File: src/rtl/alu_pkg.sv
// Shared ALU definitions: op codes (also used by the ALU control decoder),
// FSM state encoding and multiply iteration count.
package alu_pkg;

  localparam logic [3:0] ALU_AND  = 4'd0;
  localparam logic [3:0] ALU_OR   = 4'd1;
  localparam logic [3:0] ALU_ADD  = 4'd2;
  localparam logic [3:0] ALU_LUI  = 4'd3;
  localparam logic [3:0] ALU_SRA  = 4'd5;
  localparam logic [3:0] ALU_SUB  = 4'd6;
  localparam logic [3:0] ALU_SLT  = 4'd7;
  localparam logic [3:0] ALU_ORI  = 4'd8;
  localparam logic [3:0] ALU_SRAV = 4'd9;
  localparam logic [3:0] ALU_MUL  = 4'd10;

  localparam logic [1:0] ST_IDLE = 2'd0;
  localparam logic [1:0] ST_MUL  = 2'd1;
  localparam logic [1:0] ST_DONE = 2'd2;

  localparam int unsigned MUL_ITERS = 32;
  localparam int unsigned CNT_W     = $clog2(MUL_ITERS);

endpackage

File: src/rtl/alu_mul_iter.sv
// Shift-add multiply datapath: one partial-product step per cycle while step
// is high; product presents the accumulator value after the current step.
module alu_mul_iter
  import alu_pkg::*;
#(
  parameter int DATA_W = 32
) (
  input  logic              clk,
  input  logic              rst,
  input  logic              load,
  input  logic              step,
  input  logic [DATA_W-1:0] multiplicand_in,
  input  logic [DATA_W-1:0] multiplier_in,
  output logic              last,
  output logic [DATA_W-1:0] product
);

  logic [DATA_W-1:0] multiplicand;
  logic [DATA_W-1:0] multiplier;
  logic [DATA_W-1:0] acc;
  logic [CNT_W-1:0]  count;

  // Combinational next-acc lets the final step be latched without an extra cycle.
  assign product = multiplier[0] ? acc + multiplicand : acc;
  assign last    = step && (count == CNT_W'(MUL_ITERS - 1));

  always_ff @(posedge clk or posedge rst) begin
    if (rst) begin
      multiplicand <= '0;
      multiplier   <= '0;
      acc          <= '0;
      count        <= '0;
    end else if (load) begin
      multiplicand <= multiplicand_in;
      multiplier   <= multiplier_in;
      acc          <= '0;
      count        <= '0;
    end else if (step) begin
      acc          <= product;
      multiplicand <= multiplicand << 1;
      multiplier   <= multiplier >> 1;
      count        <= count + 1'b1;
    end
  end

endmodule

File: src/rtl/alu_multicycle.sv
// Execute-stage ALU: single-cycle ops plus a 32-cycle shift-add multiply,
// with a start/ready/done handshake and registered result/zero flag.
module alu_multicycle
  import alu_pkg::*;
#(
  parameter int DATA_W = 32
) (
  input  logic              clk_i,
  input  logic              rst_i,
  input  logic              start_i,
  input  logic [3:0]        ctrl_i,
  input  logic [DATA_W-1:0] src1_i,
  input  logic [DATA_W-1:0] src2_i,
  input  logic [4:0]        shamt_i,
  output logic              ready_o,
  output logic              done_o,
  output logic [DATA_W-1:0] result_o,
  output logic              zero_o
);

  logic [1:0]        state;
  logic [DATA_W-1:0] op_result;
  logic              accept;
  logic              mul_load;
  logic              mul_step;
  logic              mul_last;
  logic [DATA_W-1:0] mul_product;

  assign ready_o  = (state == ST_IDLE);
  assign done_o   = (state == ST_DONE);
  assign accept   = ready_o && start_i;
  assign mul_load = accept && (ctrl_i == ALU_MUL);
  assign mul_step = (state == ST_MUL);

  always_comb begin
    op_result = '0;
    case (ctrl_i)
      ALU_AND:  op_result = src1_i & src2_i;
      ALU_OR:   op_result = src1_i | src2_i;
      ALU_ADD:  op_result = src1_i + src2_i;
      ALU_LUI:  op_result = src2_i << (DATA_W / 2);
      ALU_SRA:  op_result = $signed(src2_i) >>> shamt_i;
      ALU_SUB:  op_result = src1_i - src2_i;
      ALU_SLT:  op_result = {{(DATA_W-1){1'b0}}, ($signed(src1_i) < $signed(src2_i))};
      ALU_ORI:  op_result = src1_i | {{(DATA_W-16){1'b0}}, src2_i[15:0]};
      ALU_SRAV: op_result = $signed(src2_i) >>> src1_i[4:0];
      default:  op_result = '0;
    endcase
  end

  alu_mul_iter #(.DATA_W(DATA_W)) u_mul (
    .clk             (clk_i),
    .rst             (rst_i),
    .load            (mul_load),
    .step            (mul_step),
    .multiplicand_in (src1_i),
    .multiplier_in   (src2_i),
    .last            (mul_last),
    .product         (mul_product)
  );

  always_ff @(posedge clk_i or posedge rst_i) begin
    if (rst_i) begin
      state    <= ST_IDLE;
      result_o <= '0;
      zero_o   <= 1'b1;
    end else begin
      case (state)
        ST_IDLE: begin
          if (mul_load) begin
            state <= ST_MUL;
          end else if (accept) begin
            result_o <= op_result;
            zero_o   <= (op_result == '0);
            state    <= ST_DONE;
          end
        end
        ST_MUL: begin
          if (mul_last) begin
            result_o <= mul_product;
            zero_o   <= (mul_product == '0);
            state    <= ST_DONE;
          end
        end
        ST_DONE: state <= ST_IDLE;
        default: state <= ST_IDLE;
      endcase
    end
  end

endmodule

File: config.mk
export PLATFORM = sky130hd
export DESIGN_NAME = alu_multicycle
export DESIGN_NICKNAME = d
export VERILOG_FILES = /design/src/rtl/alu_pkg.sv /design/src/rtl/alu_mul_iter.sv /design/src/rtl/alu_multicycle.sv
export SDC_FILE = /design/constraint.sdc
export NUM_CORES = 1
export LEC_CHECK = 0
export BUFFER_PORTS_ARGS = -buffer_cell sky130_fd_sc_hd__buf_2
export CAP_MARGIN = 20
export CELL_PAD_IN_SITES_DETAIL_PLACEMENT = 1
export CELL_PAD_IN_SITES_GLOBAL_PLACEMENT = 1
export CORE_AREA = 2 2 183 185
export CTS_CLUSTER_DIAMETER = 120
export DETAILED_ROUTE_END_ITERATION = 8
export DIE_AREA = 0 0 185 187
export PLACE_DENSITY_LB_ADDON = 0.1
export SYNTH_ARGS = -nofsm -noshare
export SYNTH_HDL_FRONTEND = slang
export SYNTH_SLANG_ARGS = --single-unit
File: constraint.sdc
create_clock -name clk_i -period 10.6 [get_ports clk_i]
set_input_delay 1.59 -clock clk_i [delete_from_list [all_inputs] [get_ports clk_i]]
set_output_delay 1.59 -clock clk_i [all_outputs]
set_load 0.01 [all_outputs]
Yosys cells after proc, flatten, opt, wreduce, memory -nomap -nowiden

Cells that the tools add are included.

Word-level logic and storage cells: 66
Bits in registers: 136
Bits of input ports: 76

Equality and inequality tests: 16
Reductions and logical operators: 11
Bitwise operators: 3
$lt $le $gt $ge: 1
Shifts and indexed selects: 2
Mux-type cells: 22
Add/subtract/negate cells: 4

Operator list:

| kind                                          | number |
|---|---|
| 2-to-1 mux 32 bit                             | 10 |
| one-hot mux 32 bit (9 select lines)           | 1 |
| adder 32 bit                                  | 2 |
| zero test 32 bit                              | 2 |
| one-hot mux 32 bit (2 select lines)           | 1 |
| >>> shifter 32 x 5 -> 32 bit                  | 2 |
| bitwise AND 32 bit                            | 1 |
| < comparator 32 bit                           | 1 |
| bitwise OR 32 x 16 -> 32 bit                  | 1 |
| bitwise OR 32 bit                             | 1 |
| subtractor 32 bit                             | 1 |
| == test 4 x 3 -> 1 bit, second input constant | 3 |
| == test 4 bit, second input constant          | 3 |
| 2-to-1 mux 5 bit                              | 2 |
| == test 4 x 2 -> 1 bit, second input constant | 2 |
| 2-to-1 mux 2 bit                              | 3 |
| adder 5 x 1 -> 5 bit, second input constant   | 1 |
| == test 5 bit, second input constant          | 1 |
| == test 4 x 1 -> 1 bit, second input constant | 1 |
| zero test 4 bit                               | 1 |
| inequality test 2 bit, second input constant  | 2 |
| one-hot mux 2 bit (2 select lines)            | 1 |
| AND reduction 4 bit                           | 1 |
| nonzero test 2 bit                            | 2 |
| other kinds (9)                               | 13 |

Longest topological paths before layout

Gate-level depths: netlist of the first run.

Depth after elaboration: 6
Depth in mapped cells: 17
Mapped depth without buffers: 16

Cells and area by module

A second synthesis of the first run with hierarchy kept.

Cells, all modules: 2103
Area total of the unflattened synthesis: 16042.9 um^2

Modules (own cells, without submodules):

| module         | area each (um^2) | instances | cells an instance |
|---|---|---|---|
| alu_multicycle | 9401.5           | 1         | 1370 |
| alu_mul_iter   | 6641.4           | 1         | 733 |

Worst setup path before layout of the first run

No wires, ideal clock.

Kind: input-to-reg
Start: in src1_i[0]
End: reg zero_o
Slack: 5631 ps
Stages on the path: 17
Setup time: 61 ps
Data arrival time: 4908 ps
Path through: clkbuf_1 -> inv_1 -> ha_1 -> inv_1 -> fa_1 -> nor3b_1 -> o31ai_1 -> a21oi_1 -> o31a_1 -> or3_1 -> a2111o_1 -> a211oi_1 -> o32ai_1 -> a211oi_1 -> nand4_1 -> o31ai_1 -> a31o_1

Longest elaborated chain between the ends: 6
Elaborated cells on any way between the ends: 12
Those cells by class: add/sub (2); order compare (1); shift (1); mux (4); bitwise (3); reduce/logical (1)

Ends and longest elaborated chain:

| what                                      | line                 | text |
|---|---|---|
| start, declared                           | alu_multicycle.sv:12 | `input logic [DATA_W-1:0] src1_i,` |
| subtractor 32 bit (tied with other cells) | alu_multicycle.sv:43 | `ALU_SUB: op_result = src1_i - src2_i;` |
| one-hot mux 32 bit (9 select lines) *     | alu_multicycle.sv:37 | `case (ctrl_i)` |
| zero test 32 bit *                        | alu_multicycle.sv:74 | `zero_o <= (op_result == '0);` |
| 2-to-1 mux 1 bit *                        | alu_multicycle.sv:72 | `end else if (accept) begin` |
| 2-to-1 mux 1 bit *                        | alu_multicycle.sv:70 | `if (mul_load) begin` |
| one-hot mux 1 bit (2 select lines) *      | alu_multicycle.sv:68 | `case (state)` |
| end signal, assigned                      | alu_multicycle.sv:74 |  |
| end signal, assigned                      | alu_multicycle.sv:81 | `zero_o <= (mul_product == '0);` |
| end, declared                             | alu_multicycle.sv:18 | `output logic zero_o` |

Mark *: on every way between the ends. The rest lies on a longest branch, timed or not. The select of a mux whose other input is x is not followed.
A chain may end at the register's enable or synchronous reset.

Worst setup path after layout of the first run

Start: in ctrl_i[2]
End: reg zero_o

Longest elaborated chain between the ends: 6
Elaborated cells on any way between the ends: 18
Those cells by class: eq/ne (10); mux (4); reduce/logical (4)

Ends and longest elaborated chain:

| what                                  | line                 | text |
|---|---|---|
| start, declared                       | alu_multicycle.sv:11 | `input logic [3:0] ctrl_i,` |
| == test 4 bit (tied with other cells) | alu_multicycle.sv:37 |  |
| one-hot mux 32 bit (9 select lines)   | alu_multicycle.sv:37 |  |
| zero test 32 bit                      | alu_multicycle.sv:74 |  |
| 2-to-1 mux 1 bit                      | alu_multicycle.sv:72 |  |
| 2-to-1 mux 1 bit                      | alu_multicycle.sv:70 |  |
| one-hot mux 1 bit (2 select lines)    | alu_multicycle.sv:68 |  |

Several ways; a longest one is shown, not always the timed one. The select of a mux whose other input is x is not followed.

==> results.tsv, run 1 <==
stage	metric	value	unit
worst_setup_path	worst path buffer plus inverter count	3	
timing	final hold slack	0.468	ns
floorplanning	DIE AREA	34600	µm²
clock_network	depth of the CTS H-tree	4	
synth	Cell variety after synth	99	
timing	Slew headroom	13.1	%
worst_setup_path	Slowest cell on crit path	mux4_2	
worst_setup_path	Worst setup SP type	primary input	
global_route	met3 GRT Util	8.49	%
cells_and_area	share of layout cells above drive strength 1	10.4	%
clock_network	clock transition at the registers of the reported paths	0.06	ns
clock_network	hold_buf cts	0	
synth	sequential-to-total area share from yosys stat	21.1	%
global_route	GR Overflow Total	0	
synth	synth top area cells	dfrtp_1, ha_1, nand2_1, a21oi_1, o21ai_0	
pwr	Max IR drop VDD	0.129	mV
floorplanning	Starting Density	49.1	%
global_route	first-pass GRT wire length	119000	µm
worst_setup_path	Max FO, Critical Path	48	
clock_network	Worst-Skew Late Latency	0.46	ns
cells_and_area	Layout fillers	4166	
place	GP Congestion	1.09	
pwr	clock share of power	17.1	%
pwr	P per Cell Area	218	nW/µm²
timing	min Tclk post-route	6.19	ns
timing	RSZ-0062 raised after global routing	no	
worst_hold_path	WHS Path Cells	2	
worst_setup_path	CP dominant cell by count	buf_4	
job	Max Cap Viol	0	
pwr	Logic pwr share	58.6	%
timing	fmax	162	MHz
clock_network	postcts setup bufs	0	
pwr	Sequential Power Share	24.4	%
routing	vias per std cell	7.19	
routing	router iterations before antenna repair	5	
worst_setup_path	CP peak stage delay	0.61	ns
worst_setup_path	worst setup path start	ctrl_i[2]	
synth	FF+latch count, synth	136	
place	hpwl dp	57600	µm
global_route	grt peak-use layer	met2	
cells_and_area	Area growth syn-to-layout	8.72	%
pwr	Net Switching	1.88	mW
synth	cell accounting for the most synthesized area	dfrtp_1	
place	Port Buffer Count	110	
clock_network	# clock sinks	136	
global_route	initial antenna violation count	3	
global_route	GR met1 Demand/Resource	60.4	%
cells_and_area	Final nets	2399	
synth	Post-synth ARST share	100	%
timing	Tightest Pin Transition	1.30	ns
routing	WL final	79400	µm
synth	count leader, synth	nand2_1	
synth	syn nets	2391	
worst_hold_path	HP Class	reg2reg	
routing	residual DRC count	0	
place	Setup WS pre-CTS	4.24	ns
routing	vias	19050	
worst_setup_path	Top delay family on crit path	simple AND/OR/NAND/NOR gates	
worst_setup_path	Critical Path End Type	flop	
floorplanning	Chip Width	185	µm
floorplanning	Ports	111	
worst_setup_path	CP Cell Sequence	buf_2 -> nand4bb_1 -> buf_4 -> mux2i_4 -> buf_4 -> mux4_2 -> mux2i_1 -> a211oi_1 -> nor4b_1 -> nand3_1 -> nor4_1 -> nand4b_1 -> o31ai_1 -> a31o_1	
global_route	number of global-route vias before repair	19164	
clock_network	Clock Tree Buf Depth	2	
worst_setup_path	reg2reg path depth	13	
global_route	all-layer global routing usage	45.6	%
clock_network	CTS tree	done	
synth	synthesized cell area	16100	µm²
timing	Slew Limit Fails	0	
synth	Yosys Warn Count	0	
cells_and_area	Core Util, Final	53.4	%
worst_hold_path	HP Start	result_o[23]$_DFFE_PP0P_	
timing	final hold vios	0	
synth	syn avg cell area	7.40	µm²
timing	final setup margin	4.41	ns
outcome	status	finished, final reports clean	
global_route	met2 Track Usage GR	70.3	%
worst_setup_path	critical path class	in2reg	
worst_setup_path	worst path arrival time	6.59	ns
timing	final worst-path cycle share	58.4	%
pwr	total power	3.82	mW
timing	final number of setup-violating endpoints	0	
synth	Mapped Cells	2180	
floorplanning	placement row count	67	
pwr	internal power	1.95	mW
synth	Most used DFF post-synth	dfrtp_1	
synth	EDFF count, synth	0	
worst_setup_path	reg2reg start	u_mul.acc[1]$_DFFE_PP0P_	
synth	Synth top cells by count	nand2_1, nor2_1, a21oi_1	
clock_network	Inserted Clock Buffers	17	
floorplanning	core area	32900	µm²
worst_setup_path	Crit path depth	14	
floorplanning	Chip Height	187	µm
worst_setup_path	data required time at the worst endpoint	11.00	ns
synth	Synth top area share	20.9	%
routing	WL/cell	30.0	µm
routing	post-route ant nets	0	
clock_network	clk root buf	clkbuf_16	
pwr	leak pwr	7.85	nW
clock_network	Resized cells post-CTS	0	
timing	Setup TNS	0	ns
pwr	Sw Ratio	49.1	%
routing	DR iter-0 viols	2357	
timing	Clock Skews	0.00950	ns
global_route	largest net degree at the start of global routing	147	
-- final timing paths --
path	slack [ns]	end
max	4.41	zero_o$_DFFE_PP1P_
min reg2reg	0.47	result_o[23]$_DFFE_PP0P_
max reg2reg	5.42	zero_o$_DFFE_PP1P_
min in group asynchronous	1.26	u_mul.multiplicand[26]$_DFFE_PP0P_
max in group asynchronous	8.17	u_mul.multiplier[6]$_DFFE_PP0P_
min	0.47	result_o[23]$_DFFE_PP0P_
-- tightest hold or removal path: stages, from the launching register on --
cell	delay, ns
dfrtp_1	0.33
nand2_1	0.05
o31ai_1	0.05
-- power groups by stage --
| stage | sequential, mW | combinational, mW | clock (mW) |
|---|---|---|---|
| 2_1_floorplan | 0.873 | 1.48 | 0 |
| 3_3_place_gp | 0.904 | 1.94 | 0 |
| 3_5_place_dp | 0.920 | 2.05 | 0 |
| 4_1_cts | 0.921 | 2.15 | 0.651 |
| 5_1_grt | 0.948 | 2.39 | 0.678 |
| 6_report | 0.932 | 2.24 | 0.652 |
-- placed cells by master (no fill, tap or decap), drive strengths merged, types with 22 or more instances in the layout --
master	n
nand2b	35
dfrtp	135
nor2	182
o21ai	144
a22oi	56
nand3	31
nor3	48
nor4	22
a21oi	168
mux2i	67
a21o	34
o211ai	30
a211oi	39
nand4	24
nand2	335
a31oi	53
buf	138
xnor2	22
inv	108
ha	132
-- stage by stage --
stage          cells  cell area (µm²)
2_1_floorplan   2180            16100
3_3_place_gp    2615            16900
5_1_grt         2649            17500
6_report        2651            17500
3_5_place_dp    2615            16900
4_1_cts         2646            17500
-- kinds of logic (layout without fill, tap and decap cells) --
logic type      count (synthesis)  after routing  synth area share (%)
buf+inv                       258            278                  6.50
xor+xnor                       30             30                  1.63
mux                            82             82                  5.85
compound gates                765            765                  32.3
flops                         136            136                  21.1
simple gates                  774            774                  22.0
other cells                     0              3                     0
fa+ha+maj                     135            135                  10.6
-- cell type report --
| type | instances | area (µm²) | share of cell area [%] |
|---|---|---|---|
| Clock inverter | 11 | 171 | 0.977 |
| Timing Repair Buffer | 139 | 791 | 4.51 |
| Inverter | 108 | 410 | 2.34 |
| Clock buffer | 20 | 457 | 2.60 |
| Antenna cell | 3 | 7.51 | 0.0428 |
| Multi-Input combinational cell | 1786 | 11700 | 66.9 |
| Sequential cell | 136 | 3400 | 19.4 |
| Tap cell | 448 | 561 | 3.19 |
-- state kept, by name (all words and copies together), names as in the netlist --
register and flops:
result_o 32, u_mul.acc 32, u_mul.multiplicand 32, u_mul.multiplier 32, u_mul.count 5, state 2, zero_o 1
-- per-layer routing --
| layer | share of wire, % | routed length, µm |
|---|---|---|
| met3 | 10 | 8020 |
| met1 | 40 | 31700 |
| met2 | 44 | 35200 |
| met4 | 5.7 | 4510 |
| met5 | 0.016 | 13 |
Power figures use the tool's default switching activity.
==> run 2: changes to the inputs <==
--- a/config.mk
+++ b/config.mk
@@ -9,10 +9,10 @@
 export CAP_MARGIN = 20
 export CELL_PAD_IN_SITES_DETAIL_PLACEMENT = 1
 export CELL_PAD_IN_SITES_GLOBAL_PLACEMENT = 1
-export CORE_AREA = 2 2 183 185
+export CORE_AREA = 2 2 200 202
 export CTS_CLUSTER_DIAMETER = 120
 export DETAILED_ROUTE_END_ITERATION = 8
-export DIE_AREA = 0 0 185 187
+export DIE_AREA = 0 0 202 204
 export PLACE_DENSITY_LB_ADDON = 0.1
 export SYNTH_ARGS = -nofsm -noshare
 export SYNTH_HDL_FRONTEND = slang
==> constraint.sdc (replaced) <==
create_clock -name clk_i -period 5.2 [get_ports clk_i]
set_input_delay 0.78 -clock clk_i [delete_from_list [all_inputs] [get_ports clk_i]]
set_output_delay 0.78 -clock clk_i [all_outputs]
set_load 0.01 [all_outputs]
==> results.tsv, run 2 (synthesized netlist as in run 1, its figures left out) <==
stage	metric	value	unit	change
worst_setup_path	critical path class	in2reg		
clock_network	clock transition at the registers of the reported paths	0.07	ns	about the same
timing	fmax	212	MHz	
cells_and_area	commonest non-fill, non-tap cells in the layout	nand2_1, nor2_1, a21oi_1, o21ai_0, dfrtp_1		
clock_network	postcts setup bufs	0		unchanged
place	Setup WS pre-CTS	0.125	ns	-4.11 ns
cells_and_area	# diodes	0		-3
floorplanning	Ports	111		unchanged
worst_setup_path	worst path arrival time	5.14	ns	-1.45 ns
global_route	GR Overflow Total	0		unchanged
timing	Tightest Pin Transition	1.15	ns	-0.154 ns
routing	residual DRC count	0		unchanged
place	Port Buffer Count	110		unchanged
pwr	leak pwr	8.26	nW	+5.2%
global_route	GR met1 Demand/Resource	49.9	%	-11 points
global_route	initial antenna violation count	3		unchanged
timing	final hold vios	0		unchanged
global_route	largest net degree at the start of global routing	88		-40%
routing	vias	18354		-3.7%
timing	RSZ-0062 raised after global routing	no		
timing	min Tclk post-route	4.71	ns	
timing	Clock Skews	0.0147	ns	+0.00524 ns
timing	final setup margin	0.489	ns	-3.92 ns
routing	DR iter-0 viols	1600		-32%
worst_setup_path	r2r endpoint	zero_o$_DFFE_PP1P_		
place	dpl cells	2774		+6.1%
timing	Slew Limit Fails	0		unchanged
clock_network	CTS tree	done		
worst_setup_path	worst setup path end	zero_o$_DFFE_PP1P_		
routing	router iterations before antenna repair	5		unchanged
pwr	Max IR drop VDD	0.242	mV	+88%
worst_setup_path	reg2reg start	u_mul.multiplicand[0]$_DFFE_PP0P_		
global_route	first-pass GRT wire length	117000	µm	-2.4%
timing	final worst-path cycle share	90.6	%	
job	Max Cap Viol	0		unchanged
global_route	met3 GRT Util	6.92	%	-1.6 points
outcome	status	finished, final reports clean		
cells_and_area	Layout fillers	4922		+18%
worst_setup_path	Slowest cell on crit path	o31ai_1		
timing	final number of setup-violating endpoints	0		unchanged
routing	WL final	78200	µm	-1.5%
worst_setup_path	CP peak stage delay	0.54	ns	-0.07 ns
clock_network	Worst-Skew Late Latency	0.49	ns	+0.03 ns
clock_network	clk root buf	clkbuf_16		
worst_hold_path	HP Class	in2async		
global_route	met2 Track Usage GR	59.6	%	-11 points
pwr	total power	7.56	mW	+98%
cells_and_area	Non-Filler Instances	2806		+5.8%
floorplanning	placement row count	73		+9.0%
clock_network	Resized cells post-CTS	0		unchanged
worst_setup_path	CP Cell Sequence	buf_2 -> inv_1 -> ha_1 -> inv_1 -> fa_1 -> nor3b_1 -> o31ai_1 -> a21oi_1 -> o31a_1 -> nor3_1 -> o221ai_1 -> a222oi_1 -> nand2_1 -> nor4_1 -> nand4b_1 -> o31ai_1 -> a31o_1		
worst_setup_path	reg2reg path depth	14		+1
routing	vias per std cell	6.54		-9.0%
routing	post-route ant nets	0		unchanged
worst_setup_path	Max FO, Critical Path	13		-73%
floorplanning	DIE AREA	41200	µm²	+19%
global_route	all-layer global routing usage	37.6	%	-8.0 points
place	GP Congestion	1.10		+0.45%
clock_network	# clock sinks	136		unchanged
cells_and_area	share of layout cells above drive strength 1	13.6	%	+3.2 points
routing	WL/cell	27.9	µm	-7.0%
place	hpwl dp	60700	µm	+5.3%
cells_and_area	Final nets	2479		+3.3%
worst_setup_path	data required time at the worst endpoint	5.63	ns	-5.37 ns
cells_and_area	Area growth syn-to-layout	13.3	%	
floorplanning	core area	39200	µm²	+19%
clock_network	Clock Tree Buf Depth	2		unchanged
timing	Setup TNS	0	ns	unchanged
clock_network	depth of the CTS H-tree	4		unchanged
global_route	grt peak-use layer	met2		
clock_network	Inserted Clock Buffers	17		unchanged
global_route	number of global-route vias before repair	18208		-5.0%
floorplanning	Chip Height	204	µm	+9.1%
worst_setup_path	worst reg2reg setup slack	0.61	ns	-4.81 ns
worst_setup_path	worst setup path start	src1_i[0]		
timing	Slew headroom	23.3	%	+10 points
cells_and_area	most common cell after layout, fill and taps aside	nand2_1		
floorplanning	Starting Density	41.2	%	-7.9 points
worst_setup_path	Critical Path End Type	flop		
worst_setup_path	Worst setup SP type	primary input		
pwr	P per Cell Area	414	nW/µm²	+90%
clock_network	hold_buf cts	0		unchanged
floorplanning	Chip Width	202	µm	+9.2%
-- run 2: worst max-delay path, delay by kind of cell --
family | cells | cell delay (ns)
buffers and inverters | 3 | 0.41
AND/OR/NAND/NOR | 5 | 1.27
adder cells (fa/ha/maj) | 2 | 0.61
AO/OA/AOI/OAI | 7 | 2.04
-- run 2: worst min path at each step --
stage	start	to	slack, ns
6_report	rst_i	u_mul.multiplicand[28]$_DFFE_PP0P_	0.46
5_1_grt	u_mul.multiplier[17]$_DFFE_PP0P_	u_mul.multiplier[17]$_DFFE_PP0P_	0.50
4_1_cts	rst_i	u_mul.multiplicand[29]$_DFFE_PP0P_	0.48
3_5_place_dp	u_mul.multiplier[23]$_DFFE_PP0P_	u_mul.multiplier[23]$_DFFE_PP0P_	0.46
3_3_place_gp	result_o[18]$_DFFE_PP0P_	result_o[18]$_DFFE_PP0P_	0.46
2_1_floorplan	u_mul.multiplier[10]$_DFFE_PP0P_	u_mul.multiplier[10]$_DFFE_PP0P_	0.45
-- run 2: power by group --
group | internal [mW] | switching [mW] | total [mW]
Sequential | 1.50 | 0.379 | 1.88
Clock | 0.823 | 0.593 | 1.42
Combinational | 1.68 | 2.59 | 4.27
Total | 4.00 | 3.56 | 7.56
-- run 2: cell type report --
type | count | area (µm²) | share of cell area, %
multi-input cells | 1786 | 11700 | 64.3
flip-flops and latches | 136 | 3400 | 18.6
repair buffers | 219 | 1410 | 7.69
well taps | 525 | 657 | 3.59
clock buffers | 17 | 425 | 2.33
inverters | 108 | 410 | 2.25
clock inverters | 15 | 230 | 1.26
-- run 2: per-stage QoR --
| stage | instance area (µm²) | hold WS [ns] | util (%) |
|---|---|---|---|
| floorplan | 16100 | 0.446 | - |
| global placement | 17600 | 0.456 | 45.0 |
| detailed placement | 17600 | 0.465 | 45.0 |
| CTS | 18300 | 0.479 | 46.6 |
| global route | 18300 | 0.502 | 46.6 |
| finish | 18300 | 0.462 | 46.6 |
-- run 2: per-layer routing --
metal / routed length, µm / up-vias / part of all wire [%]
met5: 9 / - / 0.012
met4: 3670 / 2 / 4.7
met3: 5330 / 181 / 6.8
met2: 34800 / 742 / 45
met1: 34400 / 9196 / 44
li1: - / 8233 / -
